==> src/rtl/product_accumulator.sv <==
// Accumulates LEN signed products per block, one per rising edge of done,
// with saturating add and a valid/ready handshake on the finished sum.
module product_accumulator #(
    parameter int N     = 4,
    parameter int ACC_W = 2*N+4,
    parameter int LEN   = 4
) (
    input  logic                       clk,
    input  logic                       reset,
    input  logic                       start,
    input  logic                       done,
    input  logic [2*N-1:0]             p,
    output logic [ACC_W-1:0]           sum,
    output logic                       sum_valid,
    input  logic                       sum_ready,
    output logic                       ovf,
    output logic                       busy,
    output logic [$clog2(LEN+1)-1:0]   count
);

    localparam int PW = 2*N;
    localparam int CW = $clog2(LEN+1);
    localparam logic [CW-1:0]    LAST = CW'(LEN-1);
    localparam logic [ACC_W-1:0] SMAX = {1'b0, {(ACC_W-1){1'b1}}};
    localparam logic [ACC_W-1:0] SMIN = {1'b1, {(ACC_W-1){1'b0}}};

    typedef enum logic [1:0] {
        IDLE   = 2'd0,
        ACCUM  = 2'd1,
        OUTPUT = 2'd2
    } state_t;

    state_t            r_state;
    logic [ACC_W-1:0]  r_sum;
    logic [CW-1:0]     r_count;
    logic              r_ovf;
    logic              r_busy;
    logic              r_valid;
    logic              r_done_d;

    logic              w_edge;
    logic [ACC_W:0]    w_ext;
    logic [ACC_W:0]    w_acc;
    logic [ACC_W:0]    w_add;
    logic              w_ovf;
    logic [ACC_W-1:0]  w_sat;

    assign w_edge = done & ~r_done_d;

    // One guard bit: the sum overflowed iff the top two bits disagree.
    assign w_ext = {{(ACC_W+1-PW){p[PW-1]}}, p};
    assign w_acc = {r_sum[ACC_W-1], r_sum};
    assign w_add = w_acc + w_ext;
    assign w_ovf = w_add[ACC_W] ^ w_add[ACC_W-1];
    assign w_sat = w_ovf ? (w_add[ACC_W] ? SMIN : SMAX)
                         : w_add[ACC_W-1:0];

    always_ff @(posedge clk) begin
        if (reset) begin
            r_state  <= IDLE;
            r_sum    <= '0;
            r_count  <= '0;
            r_ovf    <= 1'b0;
            r_busy   <= 1'b0;
            r_valid  <= 1'b0;
            r_done_d <= 1'b1;
        end else begin
            r_done_d <= done;
            unique case (r_state)
                IDLE: begin
                    if (start) begin
                        r_sum   <= '0;
                        r_count <= '0;
                        r_ovf   <= 1'b0;
                        r_busy  <= 1'b1;
                        r_state <= ACCUM;
                    end
                end
                ACCUM: begin
                    if (start) begin
                        r_sum   <= '0;
                        r_count <= '0;
                        r_ovf   <= 1'b0;
                    end else if (w_edge) begin
                        r_sum   <= w_sat;
                        r_ovf   <= r_ovf | w_ovf;
                        r_count <= r_count + CW'(1);
                        if (r_count == LAST) begin
                            r_busy  <= 1'b0;
                            r_valid <= 1'b1;
                            r_state <= OUTPUT;
                        end
                    end
                end
                OUTPUT: begin
                    if (sum_ready) begin
                        r_valid <= 1'b0;
                        if (start) begin
                            r_sum   <= '0;
                            r_count <= '0;
                            r_ovf   <= 1'b0;
                            r_busy  <= 1'b1;
                            r_state <= ACCUM;
                        end else begin
                            r_state <= IDLE;
                        end
                    end
                end
                default: begin
                    r_busy  <= 1'b0;
                    r_valid <= 1'b0;
                    r_state <= IDLE;
                end
            endcase
        end
    end

    assign sum       = r_sum;
    assign count     = r_count;
    assign ovf       = r_ovf;
    assign busy      = r_busy;
    assign sum_valid = r_valid;

endmodule
==> config.mk <==
export PLATFORM = sky130hd
export DESIGN_NAME = product_accumulator
export DESIGN_NICKNAME = d
export VERILOG_FILES = /design/src/rtl/product_accumulator.sv
export SDC_FILE = /design/constraint.sdc
export NUM_CORES = 1
export LEC_CHECK = 0
export ABC_CLOCK_PERIOD_IN_PS = 5900
export CAP_MARGIN = 10
export CORE_ASPECT_RATIO = 1.2
export CORE_MARGIN = 2
export CORE_UTILIZATION = 51
export DETAILED_ROUTE_END_ITERATION = 8
export PLACE_DENSITY = 0.79
export SLEW_MARGIN = 15
export SYNTH_ARGS = -nofsm -noshare
export SYNTH_HDL_FRONTEND = slang
export SYNTH_SLANG_ARGS = --single-unit
==> constraint.sdc <==
create_clock -name clk -period 5.9 [get_ports clk]
set_input_delay 1.77 -clock clk [delete_from_list [all_inputs] [get_ports clk]]
set_output_delay 1.77 -clock clk [all_outputs]
set_load 0.03 [all_outputs]
# Word level (Yosys, flattened, before mapping)
# Index checks and enable logic that the tools add are counted.
# word_totals
out_inout_bits	18
latchBits	0
ram_bits	0
word_cells	64
romBits	0
inputBits	13
n_memories	0
reg_bits	21
# op_classes
n_mul	0
bitwise	5
shift	0
n_eq_ne	9
n_mux	35
add_sub_neg	2
order_cmp	0
div_mod_pow	0
n_reduce_logical	6
# op_table
cell	n
two-way mux 12 bit	6
case mux 12 bit (3 select lines)	1
two-way mux 1 bit	14
adder 12 x 8 -> 13 bit	1
two-way mux 3 bit	4
two-way mux 2 bit	5
inequality test 2 bit (second input constant)	5
AND reduction 5 bit	2
case mux 1 bit (3 select lines)	3
case mux 3 bit (3 select lines)	1
case mux 2 bit (3 select lines)	1
AND reduction 4 bit	1
adder 3 x 1 -> 3 bit (second input constant)	1
equality test 3 x 2 -> 1 bit (second input constant)	1
inequality test 3 bit (second input constant)	1
AND reduction 3 bit	1
nonzero test 3 bit	1
equality test 2 x 1 -> 1 bit (second input constant)	1
equality test 2 bit (second input constant)	1
zero test 2 bit	1
NOT 1 bit	2
bitwise AND 1 bit	1
OR 1 bit	1
bitwise XOR 1 bit	1

# Logic depth before layout (Yosys ltp)
# logic_depth
depth_word	6
ltp_mapped	10
mapped_depth_nobuf	9

# Least setup slack after synthesis
# OpenSTA, ideal clock, no wires.
# synth_path
path_kind	input -> register
startpoint	input p[0]
endpoint	register r_sum[4] (netlist: sum[4])
stages	10
slack_ps	2103
required_ps	5778
arrival_time_ps	3675
setup_time_ps	122
path_buffers	1
path_cell_list	ha_1 -> fa_1 -> and3_4 -> o211ai_4 -> and3_4 -> o21a_1 -> buf_6 -> nand2_1 -> and3b_1 -> a221o_1
# synth_via
elab_chain_len	6
elab_cells_between_ends	7
cone_classes	1 x add/sub; 5 x mux; 1 x bitwise
# synth_rtl
item	line_no	rtl
from (decl)	12	input logic [2*N-1:0] p,
adder 12 x 8 -> 13 bit (*)	53	assign w_add = w_acc + w_ext;
two-way mux 12 bit / bitwise XOR 1 bit (equally long branches)	55, 54	
two-way mux 12 bit (*)	55	assign w_sat = w_ovf ? (w_add[ACC_W] ? SMIN : SMAX)
two-way mux 12 bit (*)	84	end else if (w_edge) begin
two-way mux 12 bit (*)	80	if (start) begin
case mux 12 bit (3 select lines) (*)	69	unique case (r_state)
to (signal assigned)	85	r_sum <= w_sat;
to (decl)	34	logic [ACC_W-1:0] r_sum;
# Every way passes the cells marked *; elsewhere a longest branch is shown, timed or not. The select of a mux whose other input is x is not followed.
# A chain may end at the register's enable or synchronous reset.

# Worst setup path after layout
# layout_path
startpoint	input p[7]
endpoint	register r_sum[8] (netlist: sum[8])
# The elaborated chain is that of the path after synthesis.

==> results.txt <==
----------------------------------------------------
[Route]
  Ratio of routed vias to standard cells ... roughly 6
  Detail-routed net length per standard cell ... approximately 15 µm
  Drt total wl ... around 3.7 mm
  DRT iter0 DRCs ... 39
  Number of detailed-routing iterations run before antenna repair ... 4
  Post-detailed-route count of antenna-violating nets ... 0
  Number of vias after detailed routing ... 1489
  Count of unresolved DRC violations after routing ... 0

[STA]
  Worst path setup slack after routing ... between 1.5 and 2 ns
  Fin. max-slew vios ... 0
  Setup violation total in the final timing report ... 0
  Worst slew margin relative to its limit ... a little over a third
  Setup TNS ... 0 ns
  Post-route minimum period ... 4.25 ns
  Max Clock Freq ... between 0.2 and 0.25 GHz
  Final period utilization ... around 70%
  RSZ-0062 raised after global routing ... no
  Worst clock skew on the final layout ... about 0.0048 ns
  Slew of the pin with the lowest slew margin ... slightly below 1 ns
  Count of endpoints failing hold in the final timing report ... 0

[Global route]
  Total track usage ... 23.4%
  Largest net degree at the start of global routing ... 14
  GR Layer Usage met3 ... between 2 and 3%
  Met1 track utilization from global routing ... between 20% and 30%
  Global-route wire length before repair ... roughly 6.2 mm
  Total congestion overflow after global routing ... 0
  GR Layer Usage met2 ... 41.1%
  Vias in the first global route ... ~1400
  Antenna violations before repair ... 0
  Highest-utilization routing layer at the global route stage ... met2

[Clock network]
  Hold-fix buffer count after cts ... 0
  CTS resizes ... 0
  Root buffer cell ... clkbuf_4
  Maximum level of the CTS H-tree ... 1
  Num CTS Buffers ... 3
  Clk buf depth ... 2
  Number of buffers inserted to repair setup after CTS ... 0
  Clock latency on the worst-skew pair ... 0.31 ns
  Clock tree from TritonCTS ... built
  Count of clock tree sinks ... 21
  Clock slew at reported path FFs ... between 0.1 and 0.15 ns

[Floorplanning]
  Std-Cell Rows ... 21
  Core Region ... approximately 2800 µm²
  Starting utilization of the core area ... roughly 55%
  Area of the die ... between 3000 and 4000 µm²
  Die Width ... between 50 and 60 µm
  Top-level port count ... 31
  Floorplan die height ... between 60 and 70 µm

[Worst setup path]
  Cell with the largest stage delay on the worst path ... a31oi_1
  Worst path cell trace ... clkdlybuf4s50_1 > ha_1 > o21a_1 > o21ai_1 > o2bb2ai_1 > a31oi_1 > nor2b_2 > a21boi_1 > a221o_1
  Critical path launch point ... p[7]
  Crit Reg-Reg Startpoint ... sum[0]$_SDFFE_PP0P_
  Required time of the critical path ... a little over 6 ns
  Worst setup SP type ... input port
  CP Data Arrival Time ... 4.51 ns
  Category of the worst setup path capture point ... flip-flop
  Classification of the worst setup path ... input port to flip-flop
  Largest fanout of any net on the critical path ... 11
  Delay of the slowest cell on the worst path ... 0.72 ns

[Synth]
  Summed instance area of the synthesized netlist ... 1550 µm²
  Avg Cell Area, Syn ... around 8.3 µm²
  Dominant combinational cell family by area after synthesis ... compound AO/OA/AOI/OAI gates
  Part of the Yosys area used for sequential elements ... between 20 and 30%
  Flip-flop and latch count after synthesis ... 21
  Adder-Cell Fraction of Synth Area ... between 10% and 20%
  XOR/XNOR share of the synthesized area ... ~5.6%
  Primary flip-flop cell chosen by synthesis mapping ... dfxtp_1
  Gate count after technology mapping ... between 150 and 200
  Compound-cell area share of the yosys netlist ... 28.0%
  Async set-or-reset flop fraction in the synthesized netlist ... 0%
  Area fraction in and, or, nand and nor cells after synthesis ... 22.7%
  Net count of the mapped netlist ... 216
  Mux cell area share after synthesis ... less than 1%
  Post-synth cell types ... 43
  Count of synthesis-stage warnings from yosys ... 0
  Number of enable flip-flop cells after synthesis ... 0

[Power and ir drop]
  Worst vdd rail ir drop ... approximately 140 µV
  Pwr/cell area ... between 100 and 150 nW/µm²
  Leak Pwr ... 0.778 nW

[Run]
  Max-capacitance violation count ... 0

[Cells and area]
  Antenna Cells ... 0
  Share of final-layout standard cells stronger than drive strength 1 ... under 10%
  Post-synthesis to final-layout area growth ... 22.3%
  Commonest non-fill, non-tap cell in the layout ... clkdlybuf4s50_1
  Net total in the final layout ... 247
  Final cell area excluding filler cells ... roughly 1900 µm²
  Reg area ... around 420 µm²
  Most frequent cells in the layout ... clkdlybuf4s50_1, nor2_1, a21oi_1, dfxtp_1, nand2_1
  Area used by multi-input combinational logic ... roughly 1100 µm²
  Number of fill cells ... 250

[Placement]
  Half-perimeter wire length of the detailed placement result ... roughly 3.0 mm
  PortBufs ... 30
  Pre-CTS worst setup slack ... around 1.3 ns
  Final weighted congestion in routability-driven placement ... between 0.9 and 1
  Standard cell area after detailed placement ... between 1500 and 2000 µm²

[Run status]
  Status ... completed

[Hold path]
  Class of the worst hold path ... flip-flop to flip-flop
  Worst hold start ... sum[11]$_SDFFE_PP0P_

----------------------------------------------------
-- power by group --
group / switching, mW / internal (mW) / leakage (nW)
Combinational: 0.0280 / 0.0230 / 0.591
Clock: 0.0478 / 0.0254 / 0.0177
Sequential: 0.00229 / 0.144 / 0.170
Total: 0.0782 / 0.192 / 0.778
-- state kept, by name (all words and copies together) (netlist names) --
| register | flops |
|---|---|
| sum | 12 |
| count | 3 |
| r_state | 2 |
| busy | 1 |
| ovf | 1 |
| r_done_d | 1 |
| sum_valid | 1 |
-- area by class of cell --
type / instances / share of cell area (%)
well taps: 34 / 2.24
flip-flops and latches: 21 / 22.1
inverters: 8 / 1.58
clock buffers: 3 / 1.19
repair buffers: 30 / 15.8
clock inverters: 1 / 0.264
multi-input cells: 155 / 56.8
-- cell families (layout without fill, tap and decap cells) --
logic type	Yosys count	count (layout)
compound gates	63	63
flops	21	21
mux	1	1
buf+inv	12	42
simple gates	67	67
fa+ha+maj	15	15
xor+xnor	9	9
-- routing by layer --
| layer | vias up | part of all wire (%) |
|---|---|---|
| li1 | 747 | - |
| met1 | 688 | 42 |
| met2 | 42 | 51 |
| met3 | 12 | 3.9 |
| met4 | 0 | 3.6 |
| met5 | - | 0 |
-- Yosys cell counts (2+ instances only) --
cell type	count	area, µm²
a21oi_1	21	105
dfxtp_1	21	420
nor2_1	21	78.8
nand2_1	18	67.6
ha_1	14	175
inv_1	8	30.0
o21ai_1	8	40.0
o21a_1	6	45.0
o21ai_0	6	30.0
a221o_1	5	50.1
xnor2_1	5	43.8
a31oi_1	4	25.0
and3b_1	4	35.0
nand3_1	4	20.0
nor2b_1	4	25.0
and3_4	3	33.8
xor2_1	3	26.3
a21o_1	2	15.0
a21oi_2	2	17.5
and3_1	2	12.5
clkbuf_1	2	7.51
nor2b_2	2	17.5
nor3_1	2	10.0
or2_2	2	12.5
-- final timing paths --
check	slack, ns	endpoint	depth (start not counted)
worst min-delay path	0.49	sum[11]$_SDFFE_PP0P_	2
worst max-delay path	1.65	sum[8]$_SDFFE_PP0P_	9
worst min register to register	0.49	sum[11]$_SDFFE_PP0P_	2
worst max register to register	3.24	sum[7]$_SDFFE_PP0P_	9
-- critical path: cells and delay by family --
family,cells,cell delay (ns)
compound gates,6,1.40
fa+ha+maj,1,0.45
buf+inv,1,0.50
simple gates,1,0.39
-- per-stage QoR --
stage               hold slack [ns]  total power, mW  util, %  std cells
CTS                           0.490            0.271     66.9        252
detailed placement            0.469            0.200     65.9        248
global route                  0.519            0.282     66.9        252
floorplan                     0.549            0.182        -        188
global placement              0.465            0.199     65.9        248
finish                        0.491            0.271     66.9        252
(Power assumes the default switching activity.)
